--- src/rtl/dmem_arbiter_pkg.sv ---
// dmem_arbiter shared types: FSM state and access-owner encodings,
// plus default widths, memory latency and starvation limit.
package dmem_arbiter_pkg;

  typedef enum logic [1:0] {
    S_IDLE  = 2'd0,
    S_ISSUE = 2'd1,
    S_WAIT  = 2'd2,
    S_DONE  = 2'd3
  } state_e;

  typedef enum logic {
    OWN_CPU = 1'b0,
    OWN_DMA = 1'b1
  } owner_e;

  localparam int unsigned DEF_ADDR_W       = 32;
  localparam int unsigned DEF_DATA_W       = 32;
  localparam int unsigned DEF_MEM_LAT      = 2;
  localparam int unsigned DEF_STARVE_LIMIT = 4;

endpackage

--- src/rtl/dmem_arbiter_if.sv ---
// dmem_arbiter bus: CPU MEM-stage port, DMA port and memory command port.
// master = arbiter view, slave = pipeline/DMA/memory environment view.
interface dmem_arbiter_if
  import dmem_arbiter_pkg::*;
#(
  parameter int unsigned ADDR_W = DEF_ADDR_W,
  parameter int unsigned DATA_W = DEF_DATA_W
);

  logic              MemReadM;
  logic              MemWriteM;
  logic [ADDR_W-1:0] ALUResultM;
  logic [DATA_W-1:0] WriteDataM;
  logic [DATA_W-1:0] ReadDataM;
  logic              StallM;

  logic              dma_req;
  logic              dma_we;
  logic [ADDR_W-1:0] dma_addr;
  logic [DATA_W-1:0] dma_wdata;
  logic              dma_gnt;
  logic              dma_done;
  logic [DATA_W-1:0] dma_rdata;

  logic              mem_en;
  logic              mem_we;
  logic [ADDR_W-1:0] mem_addr;
  logic [DATA_W-1:0] mem_wdata;
  logic [DATA_W-1:0] mem_rdata;

  modport master (
    input  MemReadM, MemWriteM,
    input  ALUResultM, WriteDataM,
    output ReadDataM, StallM,
    input  dma_req, dma_we,
    input  dma_addr, dma_wdata,
    output dma_gnt, dma_done,
    output dma_rdata,
    output mem_en, mem_we,
    output mem_addr, mem_wdata,
    input  mem_rdata
  );

  modport slave (
    output MemReadM, MemWriteM,
    output ALUResultM, WriteDataM,
    input  ReadDataM, StallM,
    output dma_req, dma_we,
    output dma_addr, dma_wdata,
    input  dma_gnt, dma_done,
    input  dma_rdata,
    input  mem_en, mem_we,
    input  mem_addr, mem_wdata,
    output mem_rdata
  );

endinterface

--- src/rtl/dmem_arb_sel.sv ---
// Winner pick for the IDLE arbitration slot with DMA anti-starvation.
// Ports: arb_en (FSM idle), cpu_req/dma_req in; cpu_win/dma_win out.
module dmem_arb_sel
  import dmem_arbiter_pkg::*;
#(
  parameter int unsigned STARVE_LIMIT = DEF_STARVE_LIMIT
) (
  input  logic clk,
  input  logic reset,
  input  logic arb_en,
  input  logic cpu_req,
  input  logic dma_req,
  output logic cpu_win,
  output logic dma_win
);

  localparam int unsigned CW = $clog2(STARVE_LIMIT + 2);
  localparam logic [CW-1:0] LIM = CW'(STARVE_LIMIT);

  logic [CW-1:0] starve_cnt_q;
  logic [CW-1:0] starve_cnt_d;
  logic          starved;

  always_comb begin
    starved      = dma_req && (starve_cnt_q >= LIM);
    cpu_win      = arb_en && cpu_req && !starved;
    dma_win      = arb_en && dma_req && !cpu_win;
    starve_cnt_d = starve_cnt_q;
    if (dma_win) begin
      starve_cnt_d = '0;
    end else if (cpu_win && dma_req
                 && starve_cnt_q < LIM) begin
      starve_cnt_d = starve_cnt_q + CW'(1);
    end
  end

  always_ff @(posedge clk or negedge reset) begin
    if (!reset) starve_cnt_q <= '0;
    else        starve_cnt_q <= starve_cnt_d;
  end

endmodule

--- src/rtl/dmem_arbiter.sv ---
// Data-memory arbiter: CPU MEM stage vs DMA, fixed-latency read path.
// Ports: clk, reset (async, active-low), bus (dmem_arbiter_if.master).
module dmem_arbiter
  import dmem_arbiter_pkg::*;
#(
  parameter int unsigned ADDR_W       = DEF_ADDR_W,
  parameter int unsigned DATA_W       = DEF_DATA_W,
  parameter int unsigned MEM_LAT      = DEF_MEM_LAT,
  parameter int unsigned STARVE_LIMIT = DEF_STARVE_LIMIT
) (
  input  logic           clk,
  input  logic           reset,
  dmem_arbiter_if.master bus
);

  localparam int unsigned CNT_W =
    (MEM_LAT > 1) ? $clog2(MEM_LAT) : 1;

  state_e            state_q, state_d;
  owner_e            owner_q, owner_d;
  logic              we_q, we_d;
  logic [ADDR_W-1:0] addr_q, addr_d;
  logic [DATA_W-1:0] wdata_q, wdata_d;
  logic [CNT_W-1:0]  cnt_q, cnt_d;
  logic [DATA_W-1:0] cpu_rd_q, cpu_rd_d;
  logic [DATA_W-1:0] dma_rd_q, dma_rd_d;

  logic cpu_req;
  logic cpu_win;
  logic dma_win;
  logic issue;

  assign cpu_req = bus.MemReadM | bus.MemWriteM;

  dmem_arb_sel #(
    .STARVE_LIMIT(STARVE_LIMIT)
  ) u_sel (
    .clk    (clk),
    .reset  (reset),
    .arb_en (state_q == S_IDLE),
    .cpu_req(cpu_req),
    .dma_req(bus.dma_req),
    .cpu_win(cpu_win),
    .dma_win(dma_win)
  );

  always_comb begin
    state_d  = state_q;
    owner_d  = owner_q;
    we_d     = we_q;
    addr_d   = addr_q;
    wdata_d  = wdata_q;
    cnt_d    = cnt_q;
    cpu_rd_d = cpu_rd_q;
    dma_rd_d = dma_rd_q;
    unique case (state_q)
      S_IDLE: begin
        if (cpu_win) begin
          owner_d = OWN_CPU;
          // read+write together is a store
          we_d    = bus.MemWriteM;
          addr_d  = bus.ALUResultM;
          wdata_d = bus.WriteDataM;
          state_d = S_ISSUE;
        end else if (dma_win) begin
          owner_d = OWN_DMA;
          we_d    = bus.dma_we;
          addr_d  = bus.dma_addr;
          wdata_d = bus.dma_wdata;
          state_d = S_ISSUE;
        end
      end
      S_ISSUE: begin
        if (we_q) begin
          state_d = S_DONE;
        end else begin
          state_d = S_WAIT;
          cnt_d   = CNT_W'(MEM_LAT - 1);
        end
      end
      S_WAIT: begin
        if (cnt_q == '0) begin
          if (owner_q == OWN_CPU)
            cpu_rd_d = bus.mem_rdata;
          else
            dma_rd_d = bus.mem_rdata;
          state_d = S_DONE;
        end else begin
          cnt_d = cnt_q - CNT_W'(1);
        end
      end
      S_DONE:  state_d = S_IDLE;
      default: state_d = S_IDLE;
    endcase
  end

  always_ff @(posedge clk or negedge reset) begin
    if (!reset) begin
      state_q  <= S_IDLE;
      owner_q  <= OWN_CPU;
      we_q     <= 1'b0;
      addr_q   <= '0;
      wdata_q  <= '0;
      cnt_q    <= '0;
      cpu_rd_q <= '0;
      dma_rd_q <= '0;
    end else begin
      state_q  <= state_d;
      owner_q  <= owner_d;
      we_q     <= we_d;
      addr_q   <= addr_d;
      wdata_q  <= wdata_d;
      cnt_q    <= cnt_d;
      cpu_rd_q <= cpu_rd_d;
      dma_rd_q <= dma_rd_d;
    end
  end

  assign issue         = (state_q == S_ISSUE);
  assign bus.mem_en    = issue;
  assign bus.mem_we    = issue & we_q;
  assign bus.mem_addr  = issue ? addr_q : '0;
  assign bus.mem_wdata = issue ? wdata_q : '0;

  assign bus.ReadDataM = cpu_rd_q;
  assign bus.dma_rdata = dma_rd_q;

  // grant is decided combinationally in IDLE;
  // masked so it reads 0 while reset is held
  assign bus.dma_gnt  = reset & dma_win;
  assign bus.dma_done = (state_q == S_DONE)
                      & (owner_q == OWN_DMA);

  // pipeline advances only in the CPU's DONE cycle
  assign bus.StallM = cpu_req
    & ~((state_q == S_DONE) & (owner_q == OWN_CPU));

endmodule

--- src/flat_wrapper.sv ---
// flat-port wrapper written by rule: the top's interface ports become plain ports
module dmem_arbiter_flat import dmem_arbiter_pkg::*;
#(
  parameter int unsigned ADDR_W       = DEF_ADDR_W,
  parameter int unsigned DATA_W       = DEF_DATA_W,
  parameter int unsigned MEM_LAT      = DEF_MEM_LAT,
  parameter int unsigned STARVE_LIMIT = DEF_STARVE_LIMIT
)
  (clk, reset, bus_MemReadM, bus_MemWriteM, bus_ALUResultM, bus_WriteDataM, bus_ReadDataM, bus_StallM, bus_dma_req, bus_dma_we, bus_dma_addr, bus_dma_wdata, bus_dma_gnt, bus_dma_done, bus_dma_rdata, bus_mem_en, bus_mem_we, bus_mem_addr, bus_mem_wdata, bus_mem_rdata);
  dmem_arbiter_if #(.ADDR_W(ADDR_W), .DATA_W(DATA_W)) bus_i ();
  input  logic clk;
  input  logic reset;
  input wire logic [$bits(bus_i.MemReadM)-1:0] bus_MemReadM;
  input wire logic [$bits(bus_i.MemWriteM)-1:0] bus_MemWriteM;
  input wire logic [$bits(bus_i.ALUResultM)-1:0] bus_ALUResultM;
  input wire logic [$bits(bus_i.WriteDataM)-1:0] bus_WriteDataM;
  output wire logic [$bits(bus_i.ReadDataM)-1:0] bus_ReadDataM;
  output wire logic [$bits(bus_i.StallM)-1:0] bus_StallM;
  input wire logic [$bits(bus_i.dma_req)-1:0] bus_dma_req;
  input wire logic [$bits(bus_i.dma_we)-1:0] bus_dma_we;
  input wire logic [$bits(bus_i.dma_addr)-1:0] bus_dma_addr;
  input wire logic [$bits(bus_i.dma_wdata)-1:0] bus_dma_wdata;
  output wire logic [$bits(bus_i.dma_gnt)-1:0] bus_dma_gnt;
  output wire logic [$bits(bus_i.dma_done)-1:0] bus_dma_done;
  output wire logic [$bits(bus_i.dma_rdata)-1:0] bus_dma_rdata;
  output wire logic [$bits(bus_i.mem_en)-1:0] bus_mem_en;
  output wire logic [$bits(bus_i.mem_we)-1:0] bus_mem_we;
  output wire logic [$bits(bus_i.mem_addr)-1:0] bus_mem_addr;
  output wire logic [$bits(bus_i.mem_wdata)-1:0] bus_mem_wdata;
  input wire logic [$bits(bus_i.mem_rdata)-1:0] bus_mem_rdata;
  assign bus_i.MemReadM = bus_MemReadM;
  assign bus_i.MemWriteM = bus_MemWriteM;
  assign bus_i.ALUResultM = bus_ALUResultM;
  assign bus_i.WriteDataM = bus_WriteDataM;
  assign bus_ReadDataM = bus_i.ReadDataM;
  assign bus_StallM = bus_i.StallM;
  assign bus_i.dma_req = bus_dma_req;
  assign bus_i.dma_we = bus_dma_we;
  assign bus_i.dma_addr = bus_dma_addr;
  assign bus_i.dma_wdata = bus_dma_wdata;
  assign bus_dma_gnt = bus_i.dma_gnt;
  assign bus_dma_done = bus_i.dma_done;
  assign bus_dma_rdata = bus_i.dma_rdata;
  assign bus_mem_en = bus_i.mem_en;
  assign bus_mem_we = bus_i.mem_we;
  assign bus_mem_addr = bus_i.mem_addr;
  assign bus_mem_wdata = bus_i.mem_wdata;
  assign bus_i.mem_rdata = bus_mem_rdata;
  dmem_arbiter #(.ADDR_W(ADDR_W), .DATA_W(DATA_W), .MEM_LAT(MEM_LAT), .STARVE_LIMIT(STARVE_LIMIT)) u_core (.clk(clk), .reset(reset), .bus(bus_i));
endmodule
--- config.mk ---
export PLATFORM = sky130hd
export DESIGN_NAME = dmem_arbiter_flat
export DESIGN_NICKNAME = d
export VERILOG_FILES = /design/src/rtl/dmem_arbiter_pkg.sv /design/src/rtl/dmem_arbiter_if.sv /design/src/rtl/dmem_arb_sel.sv /design/src/rtl/dmem_arbiter.sv /design/src/flat_wrapper.sv
export SDC_FILE = /design/constraint.sdc
export NUM_CORES = 1
export LEC_CHECK = 0
export ABC_AREA = 1
export BUFFER_PORTS_ARGS = -buffer_cell sky130_fd_sc_hd__buf_2
export CORE_MARGIN = 2
export CORE_UTILIZATION = 30
export CTS_CLUSTER_SIZE = 10
export DETAILED_ROUTE_END_ITERATION = 10
export PLACE_DENSITY = 0.61
export REMOVE_ABC_BUFFERS = 1
export SETUP_SLACK_MARGIN = 0.05
export SLEW_MARGIN = 20
export SYNTH_ARGS = -nofsm -noshare
export SYNTH_HDL_FRONTEND = slang
export SYNTH_SLANG_ARGS = --single-unit
--- constraint.sdc ---
create_clock -name clk -period 1.7 [get_ports clk]
set_clock_uncertainty 0.15 [all_clocks]
set_input_delay 0.425 -clock clk [delete_from_list [all_inputs] [get_ports clk]]
set_output_delay 0.425 -clock clk [all_outputs]
set_load 0.02 [all_outputs]
==> flow_summary.json, run 1 <==
{
  "fin_util_pct": 49.3,
  "yosysSeqAreaShare_pct": 47.1,
  "numCtsBuffers": 17,
  "grt_overflow": 0,
  "synth_top_area_share_pct": 47.1,
  "critPathKind": "reg2out",
  "required_ps": 1120,
  "rr_worst_depth": 10,
  "cts_tree": "built",
  "synth.cell_area_um2": 7220,
  "power_leakage_nw": 6.89,
  "avgSynthCellArea_um2": 7.22,
  "dp_slack_ps": -239,
  "reg2reg_slack_ps": -130,
  "rows": 56,
  "setup_viol": 133,
  "drtPass1Iterations": 7,
  "first_iter_violations": 534,
  "grt_pass1_wl_mm": 40.5,
  "die_h_um": 159,
  "r2r-start": "u_core.state_q[0]",
  "synth.cells.most_frequent": "nand2_1, inv_1, dfrtp_1",
  "nNetsFinal": 1505,
  "violations": "negative setup slack",
  "ys.flop_type": "dfrtp_1",
  "start_util_pct": 30.7,
  "critPathLaunch": "u_core.state_q[0]",
  "whs_ps": 16.5,
  "vias": 7986,
  "worst_slack_ps": -544,
  "die_w_um": 159,
  "fillers": 2294,
  "r2r_end": "u_core.addr_q[5]",
  "ys_async_sr_fraction_pct": 100,
  "htreeDepth": 4,
  "synth.area.top_cells": "dfrtp_1, nand2_1, inv_1",
  "areaGrowthSynthToFinish_pct": 60.5,
  "fin_cells": 1664,
  "cts_sinks": 136,
  "yosysTopAreaCell": "dfrtp_1",
  "synth_cells": 1001,
  "n_antenna_cell": 0,
  "run_status": "complete, but fails checks",
  "die_area_um2": 25300,
  "finalHoldViolations": 0,
  "ys_ff_latch": 136,
  "core-area_um2": 23500,
  "power_density_nw_per_um2": 2090,
  "critPathCaptureType": "output port",
  "finalCriticalPeriod_ps": 2240,
  "cts_root_buf": "clkbuf_16",
  "gp_congestion": 0.812,
  "grt_usage_pct": 20.1,
  "post-synth-top-count-cell": "nand2_1",
  "fin_crit_sh_pct": 132,
  "routed_wl_mm": 29.3,
  "drc": 0,
  "startpoint_type": "flip-flop",
  "synth_edf_count": 0,
  "clkLatencyLatePin_ps": 410,
  "grt_pass1_vias": 7480,
  "yosys_warnings": 0,
  "grt_setup_unrepaired": "true",
  "clk_path_buf_depth": 2,
  "ios": 299,
  "synth.distinct_cells": 20,
  "dp.cells": 1576,
  "min_path_type": "in2async",
  "wl_per_cell_um": 17.6,
  "slew_viol_final": 0,
  "drive_gt1_share_pct": 38.2,
  "dp_hpwl_mm": 15.7,
  "tightest_slew_ps": 737,
  "path_clk_slew_ps": 60,
  "peakVddDrop_uv": 904,
  "timing.fmax_mhz": 446,
  "grt_start_max_net_pins": 137,
  "endpoint": "bus_mem_addr[15]",
  "cts_hold_buffers": 0,
  "antenna_found_initial": 0,
  "crit_fanout": 5,
  "port_buffers": 298,
  "drv_cap": 0,
  "ant_nets": 0,
  "arrival_ps": 1670,
  "via_per_inst": 4.80,
  "maxSlewHeadroom_pct": 50.8
}
[critical path: stages (launching register included)]
cell,delay [ps]
dfrtp_1,400
buf_6,130
ha_4,190
buf_8,150
clkbuf_16,170
nand2_2,60
inv_2,30
buf_6,120
[worst min path at each step]
stage	startpoint	end	slack [ps]	cells after the start
after floorplan	reset	u_core.addr_q[0]	-20	0
after global placement	u_core.bus.ReadDataM[17]	u_core.bus.ReadDataM[17]	320	2
after detailed placement	u_core.bus.ReadDataM[25]	u_core.bus.ReadDataM[25]	320	2
after CTS	reset	u_core.bus.dma_rdata[8]	50	2
after global routing	reset	u_core.bus.dma_rdata[8]	70	2
final	reset	u_core.wdata_q[19]	20	2
[layout make-up]
cell class                 instances  area, µm²  share of cell area, %
clock buffer                      18        439                   3.79
sequential                       136       3400                   29.3
tap                              319        399                   3.44
multi-input combinational        562       2930                   25.2
inverter                         235        885                   7.63
clock inverter                    13        169                   1.46
timing repair buffer             381       3380                   29.1
[power by group]
group / leakage, nW / internal (W) / switching (W) / total (W)
combinational: 4.96 / 0.00646 / 0.00788 / 0.0143
clock: 0.298 / 0.00237 / 0.00152 / 0.00389
sequential: 1.63 / 0.00492 / 0.00105 / 0.00597
[metal layers]
metal  up-vias  wire length, µm  track usage, %  part of all wire [%]
li1       3757                -               -                     -
met1      3728            12400            26.8                    42
met2       448            14000            32.8                    48
met3        53             2180            3.78                   7.5
met4         0              682            6.90                   2.3
met5         -                0               0                     0
[timing repair]
action                                  in CTS  in global routing
resized for setup                          181                121
setup buffers                               14                 13
pin swaps                                   44                 70
cloned                                      12                 24
endpoints found under the setup margin     164                195
[cells in the final DEF, fill, tap and decap left out, drive strengths merged]
cell type,synthesis,layout
bufinv,0,3
a31oi,1,1
o21ai,65,65
nand4,65,65
clkinv,0,4
ha,6,6
clkinvlp,0,1
buf,55,365
nand3,136,137
inv,235,240
a21boi,1,1
nor2,3,3
nand2,281,281
and3,1,1
clkbuf,14,34
dfrtp,136,136
a21oi,2,2
[state kept, by name (all words and copies together), names as in the netlist]
signal / flops
u_core.addr_q: 32
u_core.bus.ReadDataM: 32
u_core.bus.dma_rdata: 32
u_core.wdata_q: 32
u_core.u_sel.starve_cnt_q: 3
u_core.state_q: 2
u_core.cnt_q: 1
u_core.owner_q: 1
u_core.we_q: 1
[cells by family (layout without fill, tap and decap cells)]
logic type,count (synthesis),after routing,synth area share (%)
compound gates,69,69,4.83
fa+ha+maj,6,6,1.04
flops,136,136,47.1
simple gates,486,487,30.1
buf+inv,304,647,16.9
[per-stage QoR]
stage / TNS, ps / instance area (µm²) / power, W
6_report: -36830 / 11600 / 0.0242
3_5_place_dp: -20100 / 9110 / 0.0152
2_1_floorplan: -330530 / 6880 / 0.0115
3_3_place_gp: -16870 / 9110 / 0.0150
5_1_grt: -46480 / 11600 / 0.0257
4_1_cts: -44070 / 10700 / 0.0220
Note: power is estimated with default switching activity, not from simulation.
==> run 2: changes to the inputs <==
- CORE_MARGIN: 2 -> not set
==> run 2 against run 1 <==
Net effect:
- the run still ends with negative setup slack left
- flip-flop and latch count unchanged
- first-iteration DRC count down 28%
- register-to-register slack worse by 100 ps
- total power down 5.8%
- critical path type unchanged
- largest power group unchanged
==> flow_summary.json, run 2 (same netlist as run 1, synthesis figures left out) <==
{
  "min_path_cells": 3,
  "critPathCaptureType": "output port",
  "die_h_um": 157,
  "gp_congestion": 0.805,
  "routed_wl_mm": 25.8,
  "crit_fanout": 11,
  "cts_tree": "built",
  "grt_pass1_vias": 7159,
  "start_util_pct": 30.7,
  "grt_start_max_net_pins": 95,
  "clkLatencyLatePin_ps": 410,
  "min_to": "u_core.bus.dma_rdata[12]",
  "layout_common_cells": "buf_2, nand2_1, inv_1",
  "design_area_um2": 11200,
  "r2r_end": "u_core.wdata_q[5]",
  "grt_usage_pct": 19.7,
  "p_seq_share_pct": 26.4,
  "clkPwrFrac_pct": 16.1,
  "reg2reg_slack_ps": -230,
  "path_clk_slew_ps": 60,
  "worst_slack_ps": -547,
  "setup_viol": 136,
  "critPathKind": "reg2out",
  "peakVddDrop_uv": 739,
  "finalCriticalPeriod_ps": 2250,
  "die_w_um": 157,
  "run_status": "complete, but fails checks",
  "ios": 299,
  "grt_pass1_wl_mm": 37.2,
  "dp_slack_ps": -295,
  "drtPass1Iterations": 7,
  "dp_hpwl_mm": 15.7,
  "die_area_um2": 24700,
  "drc": 0,
  "required_ps": 1120,
  "cts_sinks": 136,
  "first_iter_violations": 382,
  "clk_path_buf_depth": 2,
  "cts_root_buf": "clkbuf_16",
  "timing.fmax_mhz": 445,
  "fillers": 2365,
  "nNetsFinal": 1496,
  "via_per_inst": 4.60,
  "startpoint_type": "flip-flop",
  "p_switching_w": 0.00992,
  "port_buffers": 298,
  "ant_nets": 0,
  "areaGrowthSynthToFinish_pct": 55.6,
  "worstHoldStart": "bus_mem_rdata[12]",
  "power_leakage_nw": 6.82,
  "swShare_pct": 43.5,
  "numCtsBuffers": 17,
  "htreeDepth": 4,
  "grt_overflow": 0,
  "rows": 56,
  "layout_commonest_cell": "buf_2",
  "maxSlewHeadroom_pct": 63.2,
  "arrival_ps": 1670,
  "vias": 7630,
  "rr_worst_depth": 10,
  "wl_per_cell_um": 15.6,
  "p_comb_share_pct": 57.5,
  "core-area_um2": 23500,
  "finalHoldViolations": 0,
  "power_density_nw_per_um2": 2030,
  "placed_cell_area_um2": 9170,
  "grt_setup_unrepaired": "true",
  "slew_viol_final": 0,
  "antenna_found_initial": 3,
  "drv_cap": 0,
  "r2r-start": "u_core.state_q[0]",
  "min_path_type": "in2reg",
  "drive_gt1_share_pct": 38.9,
  "tightest_slew_ps": 552,
  "violations": "negative setup slack",
  "power.internal_w": 0.0129,
  "fin_crit_sh_pct": 132
}
run 2: changes by cell type in the layout (fill, tap and decap cells not counted), sizes merged:
cell,before,now
bufinv,3,2
diode,0,1
dlygate4sd3,0,1
nand3,137,136
inv,240,238
buf,365,363
bufbuf,0,3
clkinv,4,7
clkinvlp,1,2
clkbuf,34,24
run 2: final cells by class:
class                   count  area (µm²)  share of cell area (%)
diodes                      1        2.50                  0.0223
clock buffers              18         429                    3.82
clock inverters            14         148                    1.31
inverters                 235         885                    7.87
multi-input cells         561        3000                    26.7
flip-flops and latches    136        3400                    30.3
well taps                 319         399                    3.55
repair buffers            373        2980                    26.5
run 2: what timing repair did:
| item | in CTS | in global routing |
|---|---|---|
| pin swaps | 18 | 77 |
| endpoints found under the hold margin | 115 | 0 |
| hold buffers | 1 | 0 |
| buffers inserted | 14 | 8 |
| cloned | 10 | 7 |
| setup endpoints to repair | 168 | 198 |
| resized for setup | 171 | 124 |
run 2: power groups by stage:
stage          Combinational (W)  Sequential [W]  Clock (W)
2_1_floorplan            0.00482         0.00668          0
3_3_place_gp             0.00922         0.00576          0
3_5_place_dp             0.00935         0.00580          0
4_1_cts                   0.0117         0.00589    0.00376
5_1_grt                   0.0142         0.00621    0.00390
6_report                  0.0131         0.00602    0.00367
run 2: through the flow:
stage	hold WS (ps)	setup TNS, ps	std cells	power, W	util [%]
finish	128	-40730	1657	0.0228	47.8
global route	120	-50820	1657	0.0243	47.8
CTS	107	-38130	1642	0.0214	45.3
detailed placement	324	-25100	1587	0.0151	39.0
global placement	316	-21840	1587	0.0150	39.0
floorplan	-20.6	-330530	932	0.0115	-
run 2: worst max-delay path by stage:
stage	from	endpoint	slack, ps	cells past startpoint
2_1_floorplan	u_core.state_q[0]	bus_dma_gnt	-3880	5
3_3_place_gp	u_core.state_q[1]	u_core.addr_q[11]	-260	7
3_5_place_dp	u_core.state_q[1]	u_core.addr_q[29]	-290	7
4_1_cts	u_core.state_q[1]	bus_dma_gnt	-580	7
5_1_grt	u_core.state_q[0]	bus_dma_gnt	-620	7
6_report	u_core.state_q[0]	bus_mem_addr[7]	-550	7
run 2: critical path, cell delays in order (launching register included):
cell and delay, ps:
dfrtp_1 390, buf_6 130, ha_4 180, buf_6 140
clkbuf_16 160, nand2_1 80, inv_1 40, buf_2 150
run 2: metal layers:
layer | GRT usage, % | routed length [µm]
met1 | 25.2 | 11500
met3 | 4.13 | 1950
met5 | 0 | 27
met4 | 5.46 | 297
met2 | 33.2 | 12100
